--- src/rtl/coin_pkg.sv ---
// Shared constants and helpers for the coin input conditioner.
// Optional macro COIN_INPUT_CONDITIONER_COUNT_EN enables the per-channel pulse counters.
package coin_pkg;

    localparam int CH_X                    = 0;
    localparam int CH_Y                    = 1;
    localparam int NUM_CH                  = 2;
    localparam int DEFAULT_SYNC_STAGES     = 2;
    localparam int DEFAULT_DEBOUNCE_CYCLES = 16;
    localparam int COIN_CNT_W              = 8;

    // Increment that sticks at all-ones instead of wrapping.
    function automatic logic [COIN_CNT_W-1:0] sat_inc(input logic [COIN_CNT_W-1:0] value);
        return (&value) ? value : value + 1'b1;
    endfunction

endpackage

--- src/rtl/coin_debounce.sv ---
// One coin channel: synchroniser chain followed by a stable-level debouncer.
// rise strobes on the edge where the debounced level is accepted as 0->1.
module coin_debounce
    import coin_pkg::*;
#(
    parameter int SYNC_STAGES     = DEFAULT_SYNC_STAGES,
    parameter int DEBOUNCE_CYCLES = DEFAULT_DEBOUNCE_CYCLES,
    parameter int CNT_W           = 8
) (
    input  logic clk,
    input  logic rst_n,
    input  logic raw,
    output logic rise
);

    logic [SYNC_STAGES-1:0] sync_reg;
    logic                   sync;
    logic                   stable_reg;
    logic [CNT_W-1:0]       cnt_reg;
    logic                   accept;

    assign sync   = sync_reg[SYNC_STAGES-1];
    // A new level is taken once it has differed from stable for DEBOUNCE_CYCLES edges in a row.
    assign accept = (sync != stable_reg) && (cnt_reg == CNT_W'(DEBOUNCE_CYCLES - 1));
    assign rise   = accept && sync;

    always_ff @(posedge clk or negedge rst_n) begin
        if (!rst_n) begin
            sync_reg <= '0;
        end else begin
            sync_reg <= {sync_reg[SYNC_STAGES-2:0], raw};
        end
    end

    always_ff @(posedge clk or negedge rst_n) begin
        if (!rst_n) begin
            stable_reg <= 1'b0;
            cnt_reg    <= '0;
        end else if (sync == stable_reg) begin
            cnt_reg <= '0;
        end else if (accept) begin
            stable_reg <= sync;
            cnt_reg    <= '0;
        end else begin
            cnt_reg <= cnt_reg + 1'b1;
        end
    end

endmodule

--- src/rtl/coin_input_conditioner.sv ---
// Conditions two raw coin switches into single-cycle, mutually exclusive coin pulses.
// Define COIN_INPUT_CONDITIONER_COUNT_EN to add saturating per-channel pulse counters.
module coin_input_conditioner
    import coin_pkg::*;
#(
    parameter int SYNC_STAGES     = DEFAULT_SYNC_STAGES,
    parameter int DEBOUNCE_CYCLES = DEFAULT_DEBOUNCE_CYCLES,
    parameter int CNT_W           = 8
) (
    input  logic                  clk,
    input  logic                  rst_n,
    input  logic                  coin_x_raw,
    input  logic                  coin_y_raw,
    input  logic                  inhibit,
    output logic                  coin_x_pulse,
    output logic                  coin_y_pulse,
`ifdef COIN_INPUT_CONDITIONER_COUNT_EN
    output logic                  overrun,
    output logic [COIN_CNT_W-1:0] coin_x_count,
    output logic [COIN_CNT_W-1:0] coin_y_count
`else
    output logic                  overrun
`endif
);

    logic [NUM_CH-1:0] raw_vec;
    logic [NUM_CH-1:0] rise;
    logic [NUM_CH-1:0] issue;
    logic [NUM_CH-1:0] lost;
    logic [NUM_CH-1:0] pending_reg;
    logic [NUM_CH-1:0] pending_next;
    logic [NUM_CH-1:0] pulse_reg;
    logic              overrun_reg;
    logic              overrun_next;

    assign raw_vec = {coin_y_raw, coin_x_raw};

    genvar gi;
    for (gi = 0; gi < NUM_CH; gi++) begin : g_ch
        coin_debounce #(
            .SYNC_STAGES    (SYNC_STAGES),
            .DEBOUNCE_CYCLES(DEBOUNCE_CYCLES),
            .CNT_W          (CNT_W)
        ) u_debounce (
            .clk  (clk),
            .rst_n(rst_n),
            .raw  (raw_vec[gi]),
            .rise (rise[gi])
        );
    end

    // X wins a tie; a pending flag freed this edge can accept a new press without loss.
    always_comb begin
        issue = '0;
        if (!inhibit) begin
            if (pending_reg[CH_X]) begin
                issue[CH_X] = 1'b1;
            end else if (pending_reg[CH_Y]) begin
                issue[CH_Y] = 1'b1;
            end
        end
        lost         = rise & pending_reg & ~issue;
        pending_next = rise | (pending_reg & ~issue);
        overrun_next = overrun_reg | (|lost);
    end

    always_ff @(posedge clk or negedge rst_n) begin
        if (!rst_n) begin
            pending_reg <= '0;
            pulse_reg   <= '0;
            overrun_reg <= 1'b0;
        end else begin
            pending_reg <= pending_next;
            pulse_reg   <= issue;
            overrun_reg <= overrun_next;
        end
    end

    assign coin_x_pulse = pulse_reg[CH_X];
    assign coin_y_pulse = pulse_reg[CH_Y];
    assign overrun      = overrun_reg;

`ifdef COIN_INPUT_CONDITIONER_COUNT_EN
    logic [COIN_CNT_W-1:0] count_reg [NUM_CH];

    always_ff @(posedge clk or negedge rst_n) begin
        if (!rst_n) begin
            for (int i = 0; i < NUM_CH; i++) begin
                count_reg[i] <= '0;
            end
        end else begin
            for (int i = 0; i < NUM_CH; i++) begin
                if (issue[i]) begin
                    count_reg[i] <= sat_inc(count_reg[i]);
                end
            end
        end
    end

    assign coin_x_count = count_reg[CH_X];
    assign coin_y_count = count_reg[CH_Y];
`endif

endmodule
--- config.mk ---
export PLATFORM = sky130hd
export DESIGN_NAME = coin_input_conditioner
export DESIGN_NICKNAME = d
export VERILOG_FILES = /design/src/rtl/coin_pkg.sv /design/src/rtl/coin_debounce.sv /design/src/rtl/coin_input_conditioner.sv
export SDC_FILE = /design/constraint.sdc
export NUM_CORES = 1
export LEC_CHECK = 0
export BUFFER_PORTS_ARGS = -buffer_cell sky130_fd_sc_hd__buf_2
export CAP_MARGIN = 20
export CELL_PAD_IN_SITES_DETAIL_PLACEMENT = 2
export CELL_PAD_IN_SITES_GLOBAL_PLACEMENT = 2
export CORE_ASPECT_RATIO = 1.1
export CORE_MARGIN = 2
export CORE_UTILIZATION = 33
export CTS_BUF_LIST = sky130_fd_sc_hd__clkbuf_8
export CTS_CLUSTER_SIZE = 40
export DETAILED_ROUTE_END_ITERATION = 10
export PLACE_DENSITY = 0.65
export SKIP_LAST_GASP = 1
export SYNTH_ARGS = -nofsm -noshare
export SYNTH_HDL_FRONTEND = slang
export SYNTH_SLANG_ARGS = --single-unit
--- constraint.sdc ---
create_clock -name clk -period 3.8 [get_ports clk]
set_input_delay 0.76 -clock clk [delete_from_list [all_inputs] [get_ports clk]]
set_output_delay 0.76 -clock clk [all_outputs]
set_load 0.1 [all_outputs]
# [Word level (Yosys, flattened, before mapping)]
# Index checks and enable logic that the tools add are counted.
# Widths: inputs -> output; s select.
[totals] wordCells=40 out_inout_bits=3 register_bits=27 in_bits=5
[op_classes] n_eq_ne=6 reduce_logical=7 n_addsub=2 n_bitwise=8 mux=8
[ops] operator="$mux 8" n=4
[ops] operator="$add 8x1->8 const B" n=2
[ops] operator="$eq 8x4->1 const B" n=2
[ops] operator="$and 2x2->2" n=3
[ops] operator="$logic_and 1x1->1" n=4
[ops] operator="$reduce_and 2->1" n=2
[ops] operator="$mux 1" n=3
[ops] operator="$eq 1x1->1" n=2
[ops] operator="$mux 2" n=1
[ops] operator="$ne 1x1->1" n=2
[ops] operator="$not 1->1" n=2
[ops] operator="$not 2->2" n=1
[ops] operator="$or 2x2->2" n=1
[ops] operator="$reduce_or 2->1" n=1
[ops] operator="$or 1x1->1" n=1

# [Logic depth before layout (Yosys ltp)]
[depth] ltp_word=7 ltp_mapped=4 ltp_nobuf=4

# [Modules after synthesis]
# A second synthesis with hierarchy kept.
[unflattened] cells_unflattened=103 area_unflattened_um2=1172.4
[by_module_without_submodules] module="coin_debounce (g_ch[0].u_debounce)" cells_per_inst=45 seq_area_each_um2=275.3 instances=1 area_each_um2=501.7
[by_module_without_submodules] module="coin_debounce (g_ch[1].u_debounce)" cells_per_inst=44 seq_area_each_um2=275.3 instances=1 area_each_um2=486.7
[by_module_without_submodules] module="coin_input_conditioner" cells_per_inst=14 seq_area_each_um2=125.1 instances=1 area_each_um2=183.9

# [Worst setup path after synthesis]
# No wires, ideal clock.
[synth_timing] path_kind="register -> output" startpoint="reg overrun_reg, in the netlist overrun" endpoint="out overrun" required_ns=3.040 path_stages_with_launch=1 path_slack_ns=2.143 n_path_buf=0 arrival_ns=0.897 cell_sequence="dfrtp_1"
[synth_rtl] element="start, declared" line_no="coin_input_conditioner.sv:33" text="logic overrun_reg;"
[synth_rtl] element="start signal, assigned" line_no="coin_input_conditioner.sv:75" text="overrun_reg <= overrun_next;"
[synth_rtl] element="end, declared" line_no="coin_input_conditioner.sv:22" text="output logic overrun"
# No word-level cell between the ends.

# [Worst setup path in the final report]
[layout_timing] startpoint="reg overrun_reg, in the netlist overrun" endpoint="out overrun"
# No word-level cell between the ends.

==> results.toml <==
[status]
status = "completed"

[sta]
fin_ws_ns = 1.98
clock_skew_ns = 0.00644
hold_viol = 0
rsz0062_at_grt = "false"
whs_ns = 0.365
maxSlewHeadroom_pct = 59.2
fin_crit_sh_pct = 47.9
worstMarginPinSlew_ns = 0.612
drv_slew = 0
finalSetupViolCount = 0
finalCriticalPeriod_ns = 1.82
tns_ns = 0
fmax_mhz = 549

[grt]
grt.overflow.total = 0
gr-usage-all-layers_pct = 13.2
grt_max_degree = 28
grt_pass1_wl_mm = 3.80
antenna_found_initial = 0
grt_pass1_vias = 818

[drt]
vias_per_cell = 5.33
vias = 768
wl_per_cell_um = 15.7
drtAntennaViolNets = 0
drtPass1Iterations = 2
drt_iter0_drc = 22
wl_mm = 2.25
route.detailed.drc = 0

[placed_design]
place_ws_ns = 2.11
hpwl_mm = 1.65
io_buffers = 7
place_congestion = 0.751

[clock_network]
clk_pin_slew_ns = 0.10
clock-root-buffer = "clkbuf_8"
post_cts_resized = 0
postCtsSetupRepairBufs = 0
clock_latency_ns = 0.28
numCtsBuffers = 3
cts_num_sinks = 27
htree_levels = 1
tritoncts = "built"
holdBufCountCts = 0
cts_buffer_depth = 2

[die]
ios = 8
die_h_um = 65.3
fp-row-count = 22
die_w_um = 59.7
design.core.area_um2 = 3300
start_util_pct = 34.1
dieArea_um2 = 3900

[worst_hold_path]
hold_class = "register to register"

[setup_path]
required_ns = 3.04
crit_family = "buffers and inverters"
worstSetupPathType = "register to output port"
critPathMaxStageDelay_ns = 0.42
cp.arrival_ns = 1.06
crit_path_top_delay_cell = "buf_2"
path_max_fanout = 2
critical_path.startpoint_type = "register"
crit_path_end_kind = "output port"
path_cells = "buf_2"
path_buf_inv = 1

[cells_and_area]
antenna_cells = 0
final_common_cell = "dfrtp_1"
largest_reg_flops = 16
drive_gt1_share_pct = 16.7
final_nets = 116
postLayoutCoreUtil_pct = 38.0
final_cell_mix = "27 x dfrtp_1, 9 x o21ai_0, 7 x nor2_1, 7 x buf_2"
area_growth_pct = 11.4
fillers = 356

[logic_synthesis]
syn_area_um2 = 1130
ys_warn_count = 0
syn_avg_cell_area_um2 = 11.6
ys_seq_elements = 27
synthDistinctLibCells = 28
ys_seq_area_share_pct = 59.9
synthCells = 97
synth_nets = 104

[power_and_ir_drop]
worst_ir_drop_vdd_mv = 0.120
p_per_area_nw_per_um2 = 395
leakagePower_nw = 0.573

[flow_run]
drv_cap = 0
## Yosys cell counts (all sizes together)
cell,count,area share (%)
a21bo,1,0.89
nor2b,1,0.56
and3,3,1.8
and3b,1,0.78
or3,6,3.3
o21ai,10,4.4
a21oi,6,2.7
or4,1,1.0
nand2,5,1.7
xnor2,3,2.3
mux2,2,2.3
nand2b,2,1.1
nor3b,1,0.67
and2,1,0.56
dfrtp,27,60
o2111ai,1,0.78
nor4,1,0.56
nor2,7,2.3
nand3,5,2.2
xor2,5,3.9
ha,2,2.2
inv,2,0.67
nand4,2,1.1
or2,1,0.78
o311ai,1,1.4
## layer usage
layer	global-route usage (%)	wire length [µm]	part of all wire [%]	vias up
met5	0	0	0	-
li1	-	-	-	363
met2	23.0	1230	54	8
met1	14.7	926	41	392
met3	2.36	42	1.9	5
met4	7.50	59	2.6	0
## metrics by stage
step	power (mW)	instances	instance area, µm²
after detailed placement	0.330	140	1210
after floorplan	0.316	97	1130
after CTS	0.508	144	1260
after global routing	0.514	144	1260
after global placement	0.328	140	1210
final	0.496	144	1260
## kinds of logic (layout without fill, tap and decap cells)
logic type               after synthesis  count (layout)  synth area share, %
flip-flops                            27              27                 59.9
multiplexers                           2               2                 2.33
XOR/XNOR                               8               8                 6.22
AO/OA/AOI/OAI                         19              19                 10.2
AND/OR/NAND/NOR                       37              37                 18.4
adder cells (fa/ha/maj)                2               2                 2.22
buffers and inverters                  2              13                0.666
## path summary, 6_finish.rpt
path                                                 from                        endpoint  slack (ns)  cells after the start
setup / recovery                                  overrun                         overrun        1.98                      1
hold / removal             g_ch[1].u_debounce.sync_reg[0]  g_ch[1].u_debounce.sync_reg[1]        0.36                      0
setup reg to reg            g_ch[0].u_debounce.cnt_reg[4]   g_ch[0].u_debounce.stable_reg        2.17                      3
hold reg to reg            g_ch[1].u_debounce.sync_reg[0]  g_ch[1].u_debounce.sync_reg[1]        0.36                      0
max in group asynchronous                           rst_n   g_ch[1].u_debounce.cnt_reg[6]        2.92                      1
min in group asynchronous                           rst_n  g_ch[1].u_debounce.sync_reg[1]        0.48                      1
## area by class of cell
type	instances	area (µm²)	area share (%)
Multi-Input combinational cell	68	444	35.4
Tap cell	36	45.0	3.59
Clock buffer	3	41.3	3.29
Inverter	2	7.51	0.598
Timing Repair Buffer	7	35.0	2.79
Sequential cell	27	676	53.8
Clock inverter	1	7.51	0.598
## power by group
part / leakage, nW / total, mW / switching (mW) / internal [mW]
Clock: 0.0217 / 0.172 / 0.0976 / 0.0747
Combinational: 0.194 / 0.0221 / 0.0139 / 0.00827
Sequential: 0.358 / 0.301 / 0.00703 / 0.294
Total: 0.573 / 0.496 / 0.118 / 0.377
No activity file was read; power rests on OpenSTA's default activity.
